**config.mk**
```make
export PLATFORM = sky130hd
export DESIGN_NAME = pid_pipe
export DESIGN_NICKNAME = d
export VERILOG_FILES = /design/src/rtl/pid_pipe.sv
export SDC_FILE = /design/constraint.sdc
export NUM_CORES = 2
export LEC_CHECK = 0
export ABC_AREA = 1
export ABC_CLOCK_PERIOD_IN_PS = 10100
export BUFFER_PORTS_ARGS = -buffer_cell sky130_fd_sc_hd__buf_2
export CAP_MARGIN = 20
export CORE_UTILIZATION = 40
export DETAILED_ROUTE_END_ITERATION = 10
export HOLD_SLACK_MARGIN = 0.08
export SYNTH_ARGS = -nofsm -noshare
export SYNTH_HDL_FRONTEND = slang
export SYNTH_SLANG_ARGS = --single-unit
```
**constraint.sdc**
```tcl
create_clock -name clk -period 10.1 [get_ports clk]
set_input_delay 2.02 -clock clk [delete_from_list [all_inputs] [get_ports clk]]
set_output_delay 2.02 -clock clk [all_outputs]
set_load 0.1 [all_outputs]
```
**src/rtl/pid_pipe.sv**
```systemverilog
// Three-stage pipelined PID controller with clamped integrator,
// runtime-loadable gains and rounded, saturated output.
module pid_pipe #(
  parameter int DATA_W       = 8,
  parameter int GAIN_W       = 16,
  parameter int FRAC         = 10,
  parameter int OUT_W        = 16,
  parameter int INT_LIM      = 4096,
  parameter int INT_W        = 24,
  parameter int INT_UNSIGNED = 0
) (
  input  logic              clk,
  input  logic              reset_n,
  input  logic              in_valid,
  input  logic [DATA_W-1:0] refer,
  input  logic [DATA_W-1:0] data,
  input  logic [GAIN_W-1:0] k_p,
  input  logic [GAIN_W-1:0] k_i,
  input  logic [GAIN_W-1:0] k_d,
  input  logic              gain_load,
  input  logic              clear,
  output logic              out_valid,
  output logic [OUT_W-1:0]  control,
  output logic              sat
);

  localparam int EW = DATA_W + 1;
  localparam int DW = DATA_W + 2;
  localparam int AW = ((INT_W > EW) ? INT_W : EW) + 1;
  localparam int MW = (INT_W > DW) ? INT_W : DW;
  localparam int PW = MW + GAIN_W;
  localparam int SW = PW + 3;

  localparam logic signed [AW-1:0] LIM = AW'(INT_LIM);
  localparam logic signed [AW-1:0] LO =
    (INT_UNSIGNED != 0) ? AW'(0) : -LIM;
  localparam logic signed [SW-1:0] RND = SW'(1) <<< (FRAC - 1);
  localparam logic signed [OUT_W-1:0] CMAX =
    {1'b0, {(OUT_W-1){1'b1}}};
  localparam logic signed [OUT_W-1:0] CMIN = ~CMAX;

  logic signed [INT_W-1:0]  int_reg;
  logic signed [EW-1:0]     prev_e;
  logic signed [GAIN_W-1:0] gp, gi, gd;

  logic signed [EW-1:0]     e, pe_base;
  logic signed [INT_W-1:0]  i_base;
  logic signed [AW-1:0]     acc, i_cl;
  logic signed [DW-1:0]     d;

  logic                     v1, v2;
  logic signed [EW-1:0]     e1;
  logic signed [INT_W-1:0]  i1;
  logic signed [DW-1:0]     d1;
  logic signed [PW-1:0]     pp, pi, pd;
  logic signed [SW-1:0]     s, r;

  // clear makes this sample see an empty history
  assign e       = EW'($signed(refer)) - EW'($signed(data));
  assign i_base  = clear ? '0 : int_reg;
  assign pe_base = clear ? '0 : prev_e;
  assign acc     = AW'(i_base) + AW'(e);
  assign d       = DW'(e) - DW'(pe_base);

  always_comb begin
    i_cl = acc;
    if (acc > LIM)
      i_cl = LIM;
    else if (acc < LO)
      i_cl = LO;
  end

  always_ff @(posedge clk or negedge reset_n) begin
    if (!reset_n) begin
      gp <= '0;
      gi <= '0;
      gd <= '0;
    end else if (gain_load) begin
      gp <= $signed(k_p);
      gi <= $signed(k_i);
      gd <= $signed(k_d);
    end
  end

  always_ff @(posedge clk or negedge reset_n) begin
    if (!reset_n) begin
      v1      <= 1'b0;
      e1      <= '0;
      i1      <= '0;
      d1      <= '0;
      int_reg <= '0;
      prev_e  <= '0;
    end else begin
      v1 <= in_valid;
      if (in_valid) begin
        e1      <= e;
        i1      <= INT_W'(i_cl);
        d1      <= d;
        int_reg <= INT_W'(i_cl);
        prev_e  <= e;
      end else if (clear) begin
        int_reg <= '0;
        prev_e  <= '0;
      end
    end
  end

  always_ff @(posedge clk or negedge reset_n) begin
    if (!reset_n) begin
      v2 <= 1'b0;
      pp <= '0;
      pi <= '0;
      pd <= '0;
    end else begin
      v2 <= v1;
      if (v1) begin
        pp <= PW'(e1) * PW'(gp);
        pi <= PW'(i1) * PW'(gi);
        pd <= PW'(d1) * PW'(gd);
      end
    end
  end

  // arithmetic shift floors, so the offset rounds half toward +inf
  assign s = SW'(pp) + SW'(pi) + SW'(pd) + RND;
  assign r = s >>> FRAC;

  always_ff @(posedge clk or negedge reset_n) begin
    if (!reset_n) begin
      out_valid <= 1'b0;
      control   <= '0;
      sat       <= 1'b0;
    end else begin
      out_valid <= v2;
      if (v2) begin
        if (r > SW'(CMAX)) begin
          control <= CMAX;
          sat     <= 1'b1;
        end else if (r < SW'(CMIN)) begin
          control <= CMIN;
          sat     <= 1'b1;
        end else begin
          control <= OUT_W'(r);
          sat     <= 1'b0;
        end
      end
    end
  end

endmodule

```
After elaboration in Yosys (flattened, before gate mapping). Index checks and enable logic that the tools add are counted.

Register bits: 235. Bits of input ports: 69. Output and inout port bits: 18. Word-level logic and storage cells: 39.

Add/subtract/negate cells: 6. Multiply operators: 3. $lt $le $gt $ge: 4. Multiplexer cells: 10.

Operator list (number): 24-bit 2-to-1 mux (4); 42-bit by 11-bit adder with 43-bit output, second input constant (1); 41-bit by 26-bit adder with 42-bit output (1); 25-bit by 40-bit adder with 41-bit output (1); 24-bit by 16-bit multiplier with 40-bit output (1); 33-bit by 16-bit greater-than comparator with 1-bit output, second input constant (1); 33-bit by 16-bit < comparator with 1-bit output, second input constant (1); 16-bit 2-to-1 mux (2); 10-bit by 16-bit multiplier with 26-bit output (1); 24-bit by 9-bit adder with 25-bit output (1); 25-bit by 14-bit greater-than comparator with 1-bit output, second input constant (1); 25-bit by 13-bit < comparator with 1-bit output, second input constant (1); 9-bit by 16-bit multiplier with 25-bit output (1); 9-bit 2-to-1 mux (2); 9-bit by 9-bit subtractor with 10-bit output (1); 8-bit by 8-bit subtractor with 9-bit output (1); 1-bit 2-to-1 mux (2).

Depth between registers and ports, before layout.
Depth after elaboration: 6. Depth in mapped cells: 33. Depth with buffers taken out: 32.

Worst setup path before layout. Ideal clock, no wire load.

Path kind: input to register. From: input refer[0]. To: register i1[2]. Arrival: 5874 ps. Setup slack: 4107 ps. Stages: 31. Buffers on the path: 1. Cell sequence: inv_1 ha_1 inv_1 fa_1 a21oi_1 o21bai_1 nand2_1 nand2_1 a21oi_1 or2_2 nand4_1 o21ai_0 ha_1 nand2_2 nor2_2 inv_1 or2_1 or2_1 nand2_1 nand2_1 nand2_1 inv_1 nand3_1 nor2_1 nand3_1 nand2_1 inv_1 nand2_2 buf_6 nand3_1 nand2_1.

Word-level cells in the longest chain between the ends: 5. Elaborated cells on any way between the ends: 6. Those cells by class: 2 x add/sub; 2 x order compare; 2 x mux.

Ends and longest elaborated chain: start: declaration (line 15) `input logic [DATA_W-1:0] refer,`; 8-bit by 8-bit subtractor with 9-bit output * (line 59) `assign e = EW'($signed(refer)) - EW'($signed(data));`; named net e[8] (line 46) `logic signed [EW-1:0] e, pe_base;`; 24-bit by 9-bit adder with 25-bit output * (line 62) `assign acc = AW'(i_base) + AW'(e);`; 25-bit by 13-bit < comparator with 1-bit output (line 69) `else if (acc < LO)`; 24-bit 2-to-1 mux (line 69); 24-bit 2-to-1 mux * (line 67) `if (acc > LIM)`; end signal: assignment (line 97) `i1 <= INT_W'(i_cl);`; end: declaration (line 53) `logic signed [INT_W-1:0] i1;`.

Mark *: on every way through the listed nets, which the timed path passes. The rest lies on a longest branch. A chain may end at the register's enable or synchronous reset.

Worst setup path in the final report.
From: register gi[4]. To: register pi[39].

Word-level cells in the longest chain between the ends: 1.

Ends and longest elaborated chain: start: declaration (line 44) `logic signed [GAIN_W-1:0] gp, gi, gd;`; start signal: assignment (line 80) `gi <= $signed(k_i);`; 24-bit by 16-bit multiplier with 40-bit output (line 118) `pi <= PW'(i1) * PW'(gi);`; end signal: assignment (line 118); end: declaration (line 55) `logic signed [PW-1:0] pp, pi, pd;`.

No other way between the ends.

==> metrics.txt <==
FMAX=0.147 GHz; fin crit share=0.673; HPWL Detailed=88.0 mm; CP arrival=7.35 ns; non-filler cells, final=6728; M3 GR Usage=0.0200; core area=102000 µm²; met2 GRT Util=0.357; clock root cell=clkbuf_16; Final min period=6.80 ns; synth unique cells=52; number of port buffers=86; CTS Buffer Depth=3; Die ar.=104000 µm²; initial antenna violation count=0; Synth Cell Area=41200 µm²; Nets=6414; Setup violations, final=0; Slew Limit Fails=0; global route hottest layer=met2; total grt overflow=0; share of layout cells above drive strength 1=0.0437; WL/cell=15.9 µm; top_reg_cell synth=dfrtp_1; TritonCTS sink count=235; post-CTS setup buffers=0; Yosys warning count=0; max cap viols=0; clk slew on worst S/H paths=0.06 ns; Hold-fix buffers, CTS=0; vias in the first global route=33900; Hold Crit Class=reg -> reg; met1 Use GR=0.299; largest net degree at the start of global routing=139; n_diodes=0; CP startpoint kind=flip-flop; WS Path Type=reg -> reg; clock buffer count from CTS=31; DP Worst Slack=3.31 ns; Reg-to-Reg Start=gi[4]; Syn Inst Count=5418; worst-margin pin slew=1.14 ns; setup TNS=0 ns; Post-synth EDFFs=0; status=finished clean; biggest regs=pi x40, pd x26, pp x25; syn_nets=6492; Placement Rows=117; CP required=10.65 ns; Fin. Hold Viols=0; Mean Syn Cell Area=7.60 µm²; Slew HR=0.239; dpl cell area=42700 µm²; width of the die=323 µm; final worst slack=3.30 ns; residual DRC count=0; Initial Utilization=0.404; final WL=107 mm; vias per inst=4.83; most common cell after layout, fill and taps aside=nand2_1; Final Skew=0.0281 ns; vias=32500; First-pass DRT Iterations=5; crit path launch=gi[4]; number of flip-flops under the largest register name=40; Die Height=323 µm; post-route cell area=43700 µm²; Largest Register=pi; DRT iter0 DRCs=1847; RSZ-0062 raised after global routing=no; register area share after synthesis=0.143; Seq cells post-synth=235; Post-synth ARST share=1.00; # IOs=87; Final ANT Viol Nets=0; GPL Wtd Cong=0.939; first-pass GRT wire length=178 mm; H-tree levels=1; Worst setup EP type=flip-flop; commonest non-fill, non-tap cells in the layout=1503 x nand2_1, 1364 x inv_1, 674 x fa_1; dpl cells=6675; Worst-Skew Late Latency=0.63 ns; TritonCTS clock tree=done; crit-path max FO=25; post-CTS sizing=0; P&R area growth vs syn=6.14%; Worst Hold Launch=e1[4]; Tot GR Track Use=0.212
-- cell type report --
| type | instances | area (µm²) |
|---|---|---|
| inverter | 1370 | 5140 |
| clock inverter | 13 | 178 |
| tap | 1368 | 1710 |
| multi-input combinational | 3593 | 29300 |
| timing repair buffer | 109 | 626 |
| clock buffer | 40 | 870 |
| sequential | 235 | 5880 |
| fill | 10600 | 58200 |
-- per-stage QoR --
stage / hold slack, ns / util
finish: 0.484 / 0.429
global route: 0.509 / 0.429
CTS: 0.487 / 0.429
detailed placement: 0.471 / 0.419
global placement: 0.468 / 0.419
floorplan: 0.352 / -
-- worst max-delay path: stages (launching register included) --
cell	delay (ns)
dfrtp_1	0.99
nand2_1	0.33
fa_1	0.62
inv_1	0.07
fa_1	0.74
inv_1	0.16
fa_1	0.52
fa_1	0.58
fa_1	0.43
fa_1	0.49
inv_1	0.04
ha_1	0.37
nand2_1	0.13
nor2_1	0.12
inv_1	0.08
nor4_1	0.38
nand3_1	0.13
nand3_1	0.17
nand3_1	0.09
nand2_1	0.08
o21ai_0	0.07
o21ai_0	0.18
-- kinds of logic after synthesis --
group           count (synthesis)  share of synthesized area
mux                            17                    0.00465
buf+inv                      1590                      0.146
fa+ha+maj                    1005                      0.428
xor+xnor                      105                     0.0225
simple gates                 1998                      0.192
compound gates                468                     0.0634
flops                         235                      0.143
-- metal layers --
metal,vias up,routed length (µm)
li1,15800,-
met2,700,50000
met3,128,4460
met4,0,1990
met5,-,0
met1,15900,50200
-- cell usage after synthesis (all sizes together), types with 4 or more instances --
library cell / n / area share
a21boi: 10 / 0.0018
a21o: 6 / 0.0011
a21oi: 181 / 0.023
a31oi: 32 / 0.0049
buf: 19 / 0.0025
clkbuf: 201 / 0.018
dfrtp: 235 / 0.14
fa: 674 / 0.33
ha: 331 / 0.10
inv: 1369 / 0.12
mux2: 17 / 0.0046
nand2: 1509 / 0.14
nand3: 138 / 0.017
nand3b: 5 / 0.00091
nand4: 27 / 0.0041
nor2: 258 / 0.024
nor3: 21 / 0.0026
nor4: 5 / 0.00091
o211ai: 6 / 0.0011
o21a: 4 / 0.00073
o21ai: 186 / 0.023
o21bai: 22 / 0.0040
o22ai: 7 / 0.0011
o31ai: 6 / 0.0011
or2: 28 / 0.0043
xnor2: 49 / 0.010
xor2: 56 / 0.012
-- path summary, 6_finish.rpt --
check | to | slack, ns | depth (start not counted)
worst max-delay path | pi[39] | 3.30 | 21
min in group asynchronous | gd[14] | 1.36 | 1
max in group asynchronous | gi[2] | 7.40 | 2
worst max register to register | pi[39] | 3.30 | 21
worst min-delay path | e1[4] | 0.48 | 2
worst min register to register | e1[4] | 0.48 | 2
Power is left out: the tool's default activity adds up to more than one toggle a clock period on the data nets, which glitch-free logic cannot reach.
